$ cat src/rtl/instruction_sequencer_pkg.sv
// Shared ISA types and widths for the mini serial processor sequencer.
//   instruction_t     : {op_code[1:0], rs_1[9:0], rs_2[9:0], rd[9:0]}, MSB first
//   alu_packet_t      : {op_2, op_1, op_code}, shifted to the ALU from bit 0 up
//   sequencer_state_t : FSM states of instruction_sequencer
package instruction_sequencer_pkg;

    localparam int REGISTER_SIZE      = 32;
    localparam int REGISTER_BANK_SIZE = 1024;
    localparam int AW                 = $clog2(REGISTER_BANK_SIZE);

    typedef enum logic [1:0] {OP_ADD, OP_SUB, OP_AND, OP_OR} op_code_t;

    typedef struct packed {
        op_code_t          op_code;
        logic [AW-1:0]     rs_1;
        logic [AW-1:0]     rs_2;
        logic [AW-1:0]     rd;
    } instruction_t;

    typedef struct packed {
        logic [REGISTER_SIZE-1:0] op_2;
        logic [REGISTER_SIZE-1:0] op_1;
        op_code_t                 op_code;
    } alu_packet_t;

    localparam int ALU_PACKET_WIDTH = $bits(alu_packet_t);
    localparam int RESULT_WIDTH     = REGISTER_SIZE;

    // bit_cnt only ever counts to 65 (SEND) or 31 (RECV)
    localparam int                CNT_W   = 7;
    localparam logic [CNT_W-1:0]  TX_LAST = CNT_W'(ALU_PACKET_WIDTH - 1);
    localparam logic [CNT_W-1:0]  RX_LAST = CNT_W'(RESULT_WIDTH - 1);

    typedef enum logic [2:0] {IDLE, RD_A, RD_B, LATCH, SEND, RECV, WRITE} sequencer_state_t;

endpackage

$ cat src/rtl/instruction_sequencer_if.sv
// Bus bundle around the sequencer: instruction handshake, register bank
// read/write port, serial ALU link and status.
//   master : sequencer side (drives instr_ready, rf_*, alu_tx_*, busy, done)
//   slave  : environment side (instruction source, register bank, ALU)
interface instruction_sequencer_if;
    import instruction_sequencer_pkg::*;

    logic                     instr_valid;
    logic                     instr_ready;
    logic [REGISTER_SIZE-1:0] instr;
    logic [AW-1:0]            rf_raddr;
    logic [REGISTER_SIZE-1:0] rf_rdata;
    logic                     rf_we;
    logic [AW-1:0]            rf_waddr;
    logic [REGISTER_SIZE-1:0] rf_wdata;
    logic                     alu_tx_start;
    logic                     alu_tx_bit;
    logic                     alu_rx_valid;
    logic                     alu_rx_bit;
    logic                     busy;
    logic                     done;

    modport master (
        input  instr_valid, instr, rf_rdata, alu_rx_valid, alu_rx_bit,
        output instr_ready, rf_raddr, rf_we, rf_waddr, rf_wdata,
               alu_tx_start, alu_tx_bit, busy, done
    );

    modport slave (
        output instr_valid, instr, rf_rdata, alu_rx_valid, alu_rx_bit,
        input  instr_ready, rf_raddr, rf_we, rf_waddr, rf_wdata,
               alu_tx_start, alu_tx_bit, busy, done
    );

endinterface

$ cat src/rtl/instruction_sequencer_serial_shifter.sv
// serial_shifter: WIDTH-bit right shifter with parallel load.
//   clock, reset : rising edge, asynchronous active-high reset
//   load         : data <= load_data (wins over shift)
//   shift        : data <= {serial_in, data[WIDTH-1:1]}
//   data         : parallel contents; data[0] is the serial output bit
module serial_shifter #(
    parameter int WIDTH = 8
) (
    input  logic             clock,
    input  logic             reset,
    input  logic             load,
    input  logic [WIDTH-1:0] load_data,
    input  logic             shift,
    input  logic             serial_in,
    output logic [WIDTH-1:0] data
);

    always_ff @(posedge clock or posedge reset) begin
        if (reset)      data <= '0;
        else if (load)  data <= load_data;
        else if (shift) data <= {serial_in, data[WIDTH-1:1]};
    end

endmodule

$ cat src/rtl/instruction_sequencer.sv
// instruction_sequencer: runs one instruction at a time. Reads rs_1/rs_2,
// ships {op_2, op_1, op_code} LSB first to the serial ALU, collects the
// 32-bit result LSB first and writes it to rd.
//   clock, reset : rising edge, asynchronous active-high reset
//   bus (master) : instruction handshake, register bank ports, ALU serial
//                  link, busy and done
// Build option SEQ_ZERO_REG_EN: register 0 reads as zero and writes to it
// are suppressed (done still pulses).
module instruction_sequencer
    import instruction_sequencer_pkg::*;
(
    input  logic                     clock,
    input  logic                     reset,
    instruction_sequencer_if.master  bus
);

    sequencer_state_t         state, state_nx;
    instruction_t             ir;
    logic [REGISTER_SIZE-1:0] op_1;
    logic [CNT_W-1:0]         bit_cnt;
    logic [REGISTER_SIZE-1:0] rdata_a, rdata_b;
    logic                     wb_en;
    logic                     tx_load, tx_shift, rx_shift;
    alu_packet_t              tx_pkt;
    logic [ALU_PACKET_WIDTH-1:0] tx_data;
    logic [RESULT_WIDTH-1:0]  result;
    logic                     tx_unused;

`ifdef SEQ_ZERO_REG_EN
    // Mask against the latched address, not rf_raddr, which has already moved on
    assign rdata_a = (ir.rs_1 == '0) ? '0 : bus.rf_rdata;
    assign rdata_b = (ir.rs_2 == '0) ? '0 : bus.rf_rdata;
    assign wb_en   = (ir.rd != '0);
`else
    assign rdata_a = bus.rf_rdata;
    assign rdata_b = bus.rf_rdata;
    assign wb_en   = 1'b1;
`endif

    assign tx_pkt = '{op_2: rdata_b, op_1: op_1, op_code: ir.op_code};

    serial_shifter #(.WIDTH(ALU_PACKET_WIDTH)) u_tx (
        .clock(clock), .reset(reset),
        .load(tx_load), .load_data(tx_pkt),
        .shift(tx_shift), .serial_in(1'b0),
        .data(tx_data)
    );

    serial_shifter #(.WIDTH(RESULT_WIDTH)) u_rx (
        .clock(clock), .reset(reset),
        .load(tx_load), .load_data('0),
        .shift(rx_shift), .serial_in(bus.alu_rx_bit),
        .data(result)
    );

    // Upper tx bits are only ever observed once they reach bit 0
    assign tx_unused = ^tx_data[ALU_PACKET_WIDTH-1:1];

    always_ff @(posedge clock or posedge reset) begin
        if (reset) begin
            state   <= IDLE;
            ir      <= '0;
            op_1    <= '0;
            bit_cnt <= '0;
        end else begin
            state <= state_nx;
            case (state)
                IDLE:    if (bus.instr_valid) ir <= bus.instr;
                RD_B:    op_1 <= rdata_a;
                LATCH:   bit_cnt <= '0;
                SEND:    bit_cnt <= (bit_cnt == TX_LAST) ? '0 : bit_cnt + 1'b1;
                RECV:    if (bus.alu_rx_valid)
                             bit_cnt <= (bit_cnt == RX_LAST) ? '0 : bit_cnt + 1'b1;
                default: bit_cnt <= '0;
            endcase
        end
    end

    always_comb begin
        state_nx         = state;
        bus.instr_ready  = 1'b0;
        bus.rf_raddr     = '0;
        bus.rf_we        = 1'b0;
        bus.rf_waddr     = '0;
        bus.rf_wdata     = '0;
        bus.alu_tx_start = 1'b0;
        bus.alu_tx_bit   = 1'b0;
        bus.done         = 1'b0;
        tx_load          = 1'b0;
        tx_shift         = 1'b0;
        rx_shift         = 1'b0;
        case (state)
            IDLE: begin
                bus.instr_ready = 1'b1;
                if (bus.instr_valid) state_nx = RD_A;
            end
            RD_A: begin
                bus.rf_raddr = ir.rs_1;
                state_nx     = RD_B;
            end
            RD_B: begin
                bus.rf_raddr = ir.rs_2;
                state_nx     = LATCH;
            end
            LATCH: begin
                tx_load  = 1'b1;
                state_nx = SEND;
            end
            SEND: begin
                bus.alu_tx_bit   = tx_data[0];
                bus.alu_tx_start = (bit_cnt == '0);
                tx_shift         = 1'b1;
                if (bit_cnt == TX_LAST) state_nx = RECV;
            end
            RECV: begin
                rx_shift = bus.alu_rx_valid;
                if (bus.alu_rx_valid && bit_cnt == RX_LAST) state_nx = WRITE;
            end
            WRITE: begin
                bus.rf_we    = wb_en;
                bus.rf_waddr = ir.rd;
                bus.rf_wdata = result;
                bus.done     = 1'b1;
                state_nx     = IDLE;
            end
            default: state_nx = IDLE;
        endcase
    end

    assign bus.busy = (state != IDLE);

endmodule

$ cat src/flat_wrapper.sv
// flat-port wrapper written by rule: the top's interface ports become plain ports
module instruction_sequencer_flat import instruction_sequencer_pkg::*;
  (clock, reset, bus_instr_valid, bus_instr, bus_rf_rdata, bus_alu_rx_valid, bus_alu_rx_bit, bus_instr_ready, bus_rf_raddr, bus_rf_we, bus_rf_waddr, bus_rf_wdata, bus_alu_tx_start, bus_alu_tx_bit, bus_busy, bus_done);
  instruction_sequencer_if bus_i ();
  input  logic clock;
  input  logic reset;
  input wire logic [$bits(bus_i.instr_valid)-1:0] bus_instr_valid;
  input wire logic [$bits(bus_i.instr)-1:0] bus_instr;
  input wire logic [$bits(bus_i.rf_rdata)-1:0] bus_rf_rdata;
  input wire logic [$bits(bus_i.alu_rx_valid)-1:0] bus_alu_rx_valid;
  input wire logic [$bits(bus_i.alu_rx_bit)-1:0] bus_alu_rx_bit;
  output wire logic [$bits(bus_i.instr_ready)-1:0] bus_instr_ready;
  output wire logic [$bits(bus_i.rf_raddr)-1:0] bus_rf_raddr;
  output wire logic [$bits(bus_i.rf_we)-1:0] bus_rf_we;
  output wire logic [$bits(bus_i.rf_waddr)-1:0] bus_rf_waddr;
  output wire logic [$bits(bus_i.rf_wdata)-1:0] bus_rf_wdata;
  output wire logic [$bits(bus_i.alu_tx_start)-1:0] bus_alu_tx_start;
  output wire logic [$bits(bus_i.alu_tx_bit)-1:0] bus_alu_tx_bit;
  output wire logic [$bits(bus_i.busy)-1:0] bus_busy;
  output wire logic [$bits(bus_i.done)-1:0] bus_done;
  assign bus_i.instr_valid = bus_instr_valid;
  assign bus_i.instr = bus_instr;
  assign bus_i.rf_rdata = bus_rf_rdata;
  assign bus_i.alu_rx_valid = bus_alu_rx_valid;
  assign bus_i.alu_rx_bit = bus_alu_rx_bit;
  assign bus_instr_ready = bus_i.instr_ready;
  assign bus_rf_raddr = bus_i.rf_raddr;
  assign bus_rf_we = bus_i.rf_we;
  assign bus_rf_waddr = bus_i.rf_waddr;
  assign bus_rf_wdata = bus_i.rf_wdata;
  assign bus_alu_tx_start = bus_i.alu_tx_start;
  assign bus_alu_tx_bit = bus_i.alu_tx_bit;
  assign bus_busy = bus_i.busy;
  assign bus_done = bus_i.done;
  instruction_sequencer u_core (.clock(clock), .reset(reset), .bus(bus_i));
endmodule
$ cat config.mk
export PLATFORM = sky130hd
export DESIGN_NAME = instruction_sequencer_flat
export DESIGN_NICKNAME = d
export VERILOG_FILES = /design/src/rtl/instruction_sequencer_pkg.sv /design/src/rtl/instruction_sequencer_if.sv /design/src/rtl/instruction_sequencer_serial_shifter.sv /design/src/rtl/instruction_sequencer.sv /design/src/flat_wrapper.sv
export SDC_FILE = /design/constraint.sdc
export NUM_CORES = 1
export LEC_CHECK = 0
export ABC_AREA = 1
export BUFFER_PORTS_ARGS = -buffer_cell sky130_fd_sc_hd__buf_2
export CAP_MARGIN = 20
export CELL_PAD_IN_SITES_DETAIL_PLACEMENT = 1
export CELL_PAD_IN_SITES_GLOBAL_PLACEMENT = 2
export CORE_UTILIZATION = 36
export CTS_CLUSTER_SIZE = 8
export DETAILED_ROUTE_END_ITERATION = 6
export GPL_TIMING_DRIVEN = 0
export PLACE_DENSITY = 0.92
export SLEW_MARGIN = 40
export SYNTH_ARGS = -nofsm -noshare
export SYNTH_HDL_FRONTEND = slang
export SYNTH_SLANG_ARGS = --single-unit
export TNS_END_PERCENT = 10
$ cat constraint.sdc
create_clock -name clock -period 18.8 [get_ports clock]
set_clock_uncertainty 0.2 [all_clocks]
set_input_delay 3.76 -clock clock [delete_from_list [all_inputs] [get_ports clock]]
set_output_delay 3.76 -clock clock [all_outputs]
set_load 0.02 [all_outputs]
==> flow_metrics.py <==
metrics = {
    "status": {
        "run_status": "finished, final reports clean",
    },
    "cts": {
        "post_cts_setup_buffer_count": 0,
        "clkTransAtPathRegs_ns": 0.07,
        "cts_buffers": 17,
        "cts_max_level": 4,
        "clkSinkCount": 172,
        "worst_skew_pair.late_latency_ns": 0.43,
        "cts_hold_buffers": 0,
        "cts.root.buffer_cell": "sky130_fd_sc_hd__clkbuf_16",
        "cts_buffer_depth": 2,
        "cts_tree": "yes",
        "cts_repair_resized_insts": 0,
    },
    "logic_synthesis": {
        "synth.net_count": 988,
        "asyncSetResetFlopFracSynth": 1.00,
        "combinational_family_with_the_most_area_after_synthesis": "compound AO/OA/AOI/OAI gates",
        "syn_inst": 916,
        "synth_sequential_area_ratio": 0.552,
        "netlist.area_leader.share": 0.552,
        "post_synthesis_compound_gate_area_fraction": 0.172,
        "synth.cell_area_um2": 7790,
        "synth_xor_xnor_area_share": 0.00112,
        "synth.top_cells.by_area": "sky130_fd_sc_hd__dfrtp_1 (55%), sky130_fd_sc_hd__nand2_1 (8.7%), sky130_fd_sc_hd__o21ai_0 (7.3%)",
        "synth_adder_area_share": 0.00482,
        "ys_seq_elements": 172,
        "synth.distinct_cells": 31,
        "yosys.area.top_type": "sky130_fd_sc_hd__dfrtp_1",
        "synth-simple-area-share": 0.160,
        "synthesis.area_per_instance_um2": 8.51,
        "synthFlopType": "sky130_fd_sc_hd__dfrtp_1",
        "synth-warning-count": 0,
        "number_of_enable_type_register_cells_in_the_synthesized_netlist": 0,
        "synth.mux.area_fraction": 0,
    },
    "grt": {
        "maximum_number_of_pins_on_one_net_before_global_route_repair": 74,
        "grt_antenna_before_repair": 0,
        "grt_overflow": 0,
        "grt_pass1_wl_um": 35400,
        "first_global_vias": 7070,
        "grt_use_total": 0.202,
    },
    "placed_design": {
        "placedCellCount": 1318,
        "detailed_place.area_um2": 8830,
        "dp_hpwl_um": 14800,
        "placement.io_buffers": 125,
        "gp_routability_congestion": 0.786,
    },
    "sta": {
        "post_route_worst_hold_slack_ns": 0.278,
        "max_freq_ghz": 0.162,
        "timing.final.crit_period_ns": 6.17,
        "rsz_0062_raised_after_global_routing": "false",
        "final-max-slew-violation-count": 0,
        "final-hold-violation-count": 0,
        "tightest_slew_ns": 0.549,
        "post-route-period-util": 0.328,
        "setup_violations": 0,
        "timing.slew.headroom": 0.634,
        "fin_setup_tns_ns": 0,
    },
    "critical_path": {
        "rr_worst_depth": 7,
        "cpMaxStageDelayCell": "sky130_fd_sc_hd__dfrtp_1",
        "critical_path_arrival_ns": 2.21,
        "rr_endpoint": "u_core.op_1[7]",
        "critPathMaxStageDelay_ns": 0.41,
        "worstSetupEndpoint": "bus_rf_raddr[3]",
        "cp_num_cells": 6,
        "critical_path_peak_fanout": 10,
        "worstSetupStartpointType": "flop",
        "cp-startpoint": "u_core.state[0]",
        "most_common_cell_type_on_the_critical_path": "sky130_fd_sc_hd__buf_2",
        "critPathTopFamily": "buffers and inverters",
        "cp_cell_sequence": "inv_2 -> nand2_1 -> nor2_2 -> buf_2 -> a32o_1 -> buf_2",
        "r2r_start": "u_core.state[0]",
        "setup.reg_to_reg.worst_slack_ns": 16.76,
        "criticalPathCategory": "flop to output port",
        "timing.critical_path.required_ns": 14.84,
        "cp-end-kind": "output port",
        "cp_num_buf_inv": 3,
    },
    "cells_and_area": {
        "num-fill-cells": 2580,
        "final_area_um2": 9430,
        "area_growth_pct": 21.0,
        "final_util": 0.446,
        "fin_nets": 1134,
        "final_cells": 1351,
        "drive_above_1_share": 0.199,
    },
    "drt": {
        "post_drt_wl_per_cell_um": 15.7,
        "remaining_drc_errors": 0,
        "dr_total_vias": 6715,
        "antenna_violating_nets_post_route": 0,
        "first_pass_iters": 4,
        "first_iter_violations": 319,
        "finalWirelength_um": 21200,
        "drt-vias-per-instance": 4.97,
    },
    "floorplanning": {
        "initial_core_util": 0.368,
        "rows": 53,
        "boundaryPins": 127,
        "horiz_die_dim_um": 149,
        "core_area_um2": 21200,
        "floorplan.die_area_um2": 22200,
        "die_height_um": 149,
    },
    "pwr": {
        "power.leakage_nw": 4.80,
        "pwrdens_nw_per_um2": 159,
        "vdd_drop_max_mv": 0.0664,
    },
    "run": {
        "cap_violations": 0,
    },
    "worst_hold_path": {
        "path_category_of_the_worst_min_delay_check": "flop to flop",
    },
}
==> registers in the layout, indices dropped and copies added (netlist names) <==
signal and cells:
u_core.ir 32, u_core.u_tx.data 66, u_core.bit_cnt 7, u_core.u_rx.data 32
u_core.op_1 32, u_core.state 3
==> per-stage QoR <==
step,total power (W),setup slack (ns)
after floorplan,0.000967,10.18
after CTS,0.00151,12.58
after global routing,0.00161,12.52
after detailed placement,0.00114,13.04
after global placement,0.00111,7.87
final,0.00150,12.63
==> kinds of logic after synthesis <==
logic type	count (synthesis)
simple gates	300
compound gates	250
buf+inv	190
flops	172
fa+ha+maj	3
xor+xnor	1
==> power breakdown <==
group          total [W]  internal [W]  switching, W
Sequential      0.000582      0.000521     0.0000614
Combinational   0.000552      0.000184      0.000368
Clock           0.000361      0.000202      0.000158
Total            0.00150      0.000907      0.000588
==> synthesized netlist by cell type, types with 2 or more instances <==
cell type                  instances
sky130_fd_sc_hd__nand3_1          37
sky130_fd_sc_hd__a21oi_1          12
sky130_fd_sc_hd__dfrtp_1         172
sky130_fd_sc_hd__o21ai_0         113
sky130_fd_sc_hd__nand2_1         181
sky130_fd_sc_hd__nor3_1            2
sky130_fd_sc_hd__buf_2            20
sky130_fd_sc_hd__buf_6            13
sky130_fd_sc_hd__nand3b_1          2
sky130_fd_sc_hd__o22ai_1          30
sky130_fd_sc_hd__o21ai_1          83
sky130_fd_sc_hd__inv_2             5
sky130_fd_sc_hd__clkbuf_1         19
sky130_fd_sc_hd__a32o_1           10
sky130_fd_sc_hd__buf_4             5
sky130_fd_sc_hd__nor2_2            2
sky130_fd_sc_hd__inv_1           126
sky130_fd_sc_hd__ha_1              3
sky130_fd_sc_hd__nor2_1           67
sky130_fd_sc_hd__nand2_2           3
==> worst register-to-register path, delay by kind of cell, from the launching register on <==
| family | cells | cell delay, ns |
|---|---|---|
| buffers and inverters | 3 | 0.62 |
| and+or+nand+nor | 4 | 0.71 |
| DFF | 1 | 0.41 |
==> per-layer routing <==
| layer | wire length (µm) | vias to the layer above | global-route usage |
|---|---|---|---|
| li1 | - | 3238 | - |
| met1 | 9940 | 3375 | 0.273 |
| met2 | 10400 | 80 | 0.330 |
| met3 | 571 | 22 | 0.0349 |
| met4 | 366 | 0 | 0.0617 |
| met5 | 0 | - | 0 |
==> final cells by class <==
cell class              instances  area (µm²)  share of cell area
clock buffers                  18         439              0.0466
inverters                     132         503              0.0533
well taps                     275         344              0.0365
plain buffers                  58         360              0.0382
diodes                          1        2.50            0.000265
repair buffers                127         681              0.0722
clock inverters                14         160              0.0170
flip-flops and latches        172        4300               0.456
multi-input cells             554        2640               0.279
==> worst min path at each step <==
| stage | end | cells after the start | start |
|---|---|---|---|
| global placement | u_core.ir[25] | 2 | u_core.ir[25] |
| finish | u_core.ir[23] | 2 | u_core.ir[23] |
| floorplan | u_core.ir[10] | 2 | u_core.ir[10] |
| CTS | u_core.ir[17] | 2 | u_core.ir[17] |
| detailed placement | u_core.ir[28] | 2 | u_core.ir[28] |
| global route | u_core.ir[17] | 2 | u_core.ir[17] |
==> cell usage in the layout (no fill, tap or decap), types with 2 or more instances in the layout <==
master and instances:
sky130_fd_sc_hd__a21oi_1 12, sky130_fd_sc_hd__a32o_1 10, sky130_fd_sc_hd__buf_16 2, sky130_fd_sc_hd__buf_2 145
sky130_fd_sc_hd__buf_4 5, sky130_fd_sc_hd__buf_6 13, sky130_fd_sc_hd__bufinv_16 2, sky130_fd_sc_hd__clkbuf_1 19
sky130_fd_sc_hd__clkbuf_16 17, sky130_fd_sc_hd__clkinv_4 3, sky130_fd_sc_hd__clkinvlp_4 3, sky130_fd_sc_hd__dfrtp_1 172
sky130_fd_sc_hd__ha_1 3, sky130_fd_sc_hd__inv_1 125, sky130_fd_sc_hd__inv_2 5, sky130_fd_sc_hd__inv_6 4
sky130_fd_sc_hd__inv_8 2, sky130_fd_sc_hd__nand2_1 181, sky130_fd_sc_hd__nand2_2 3, sky130_fd_sc_hd__nand3_1 37
sky130_fd_sc_hd__nand3b_1 2, sky130_fd_sc_hd__nor2_1 67, sky130_fd_sc_hd__nor2_2 2, sky130_fd_sc_hd__nor3_1 2
sky130_fd_sc_hd__o21ai_0 113, sky130_fd_sc_hd__o21ai_1 83, sky130_fd_sc_hd__o22ai_1 30
No activity file was read; power rests on OpenSTA's default activity.
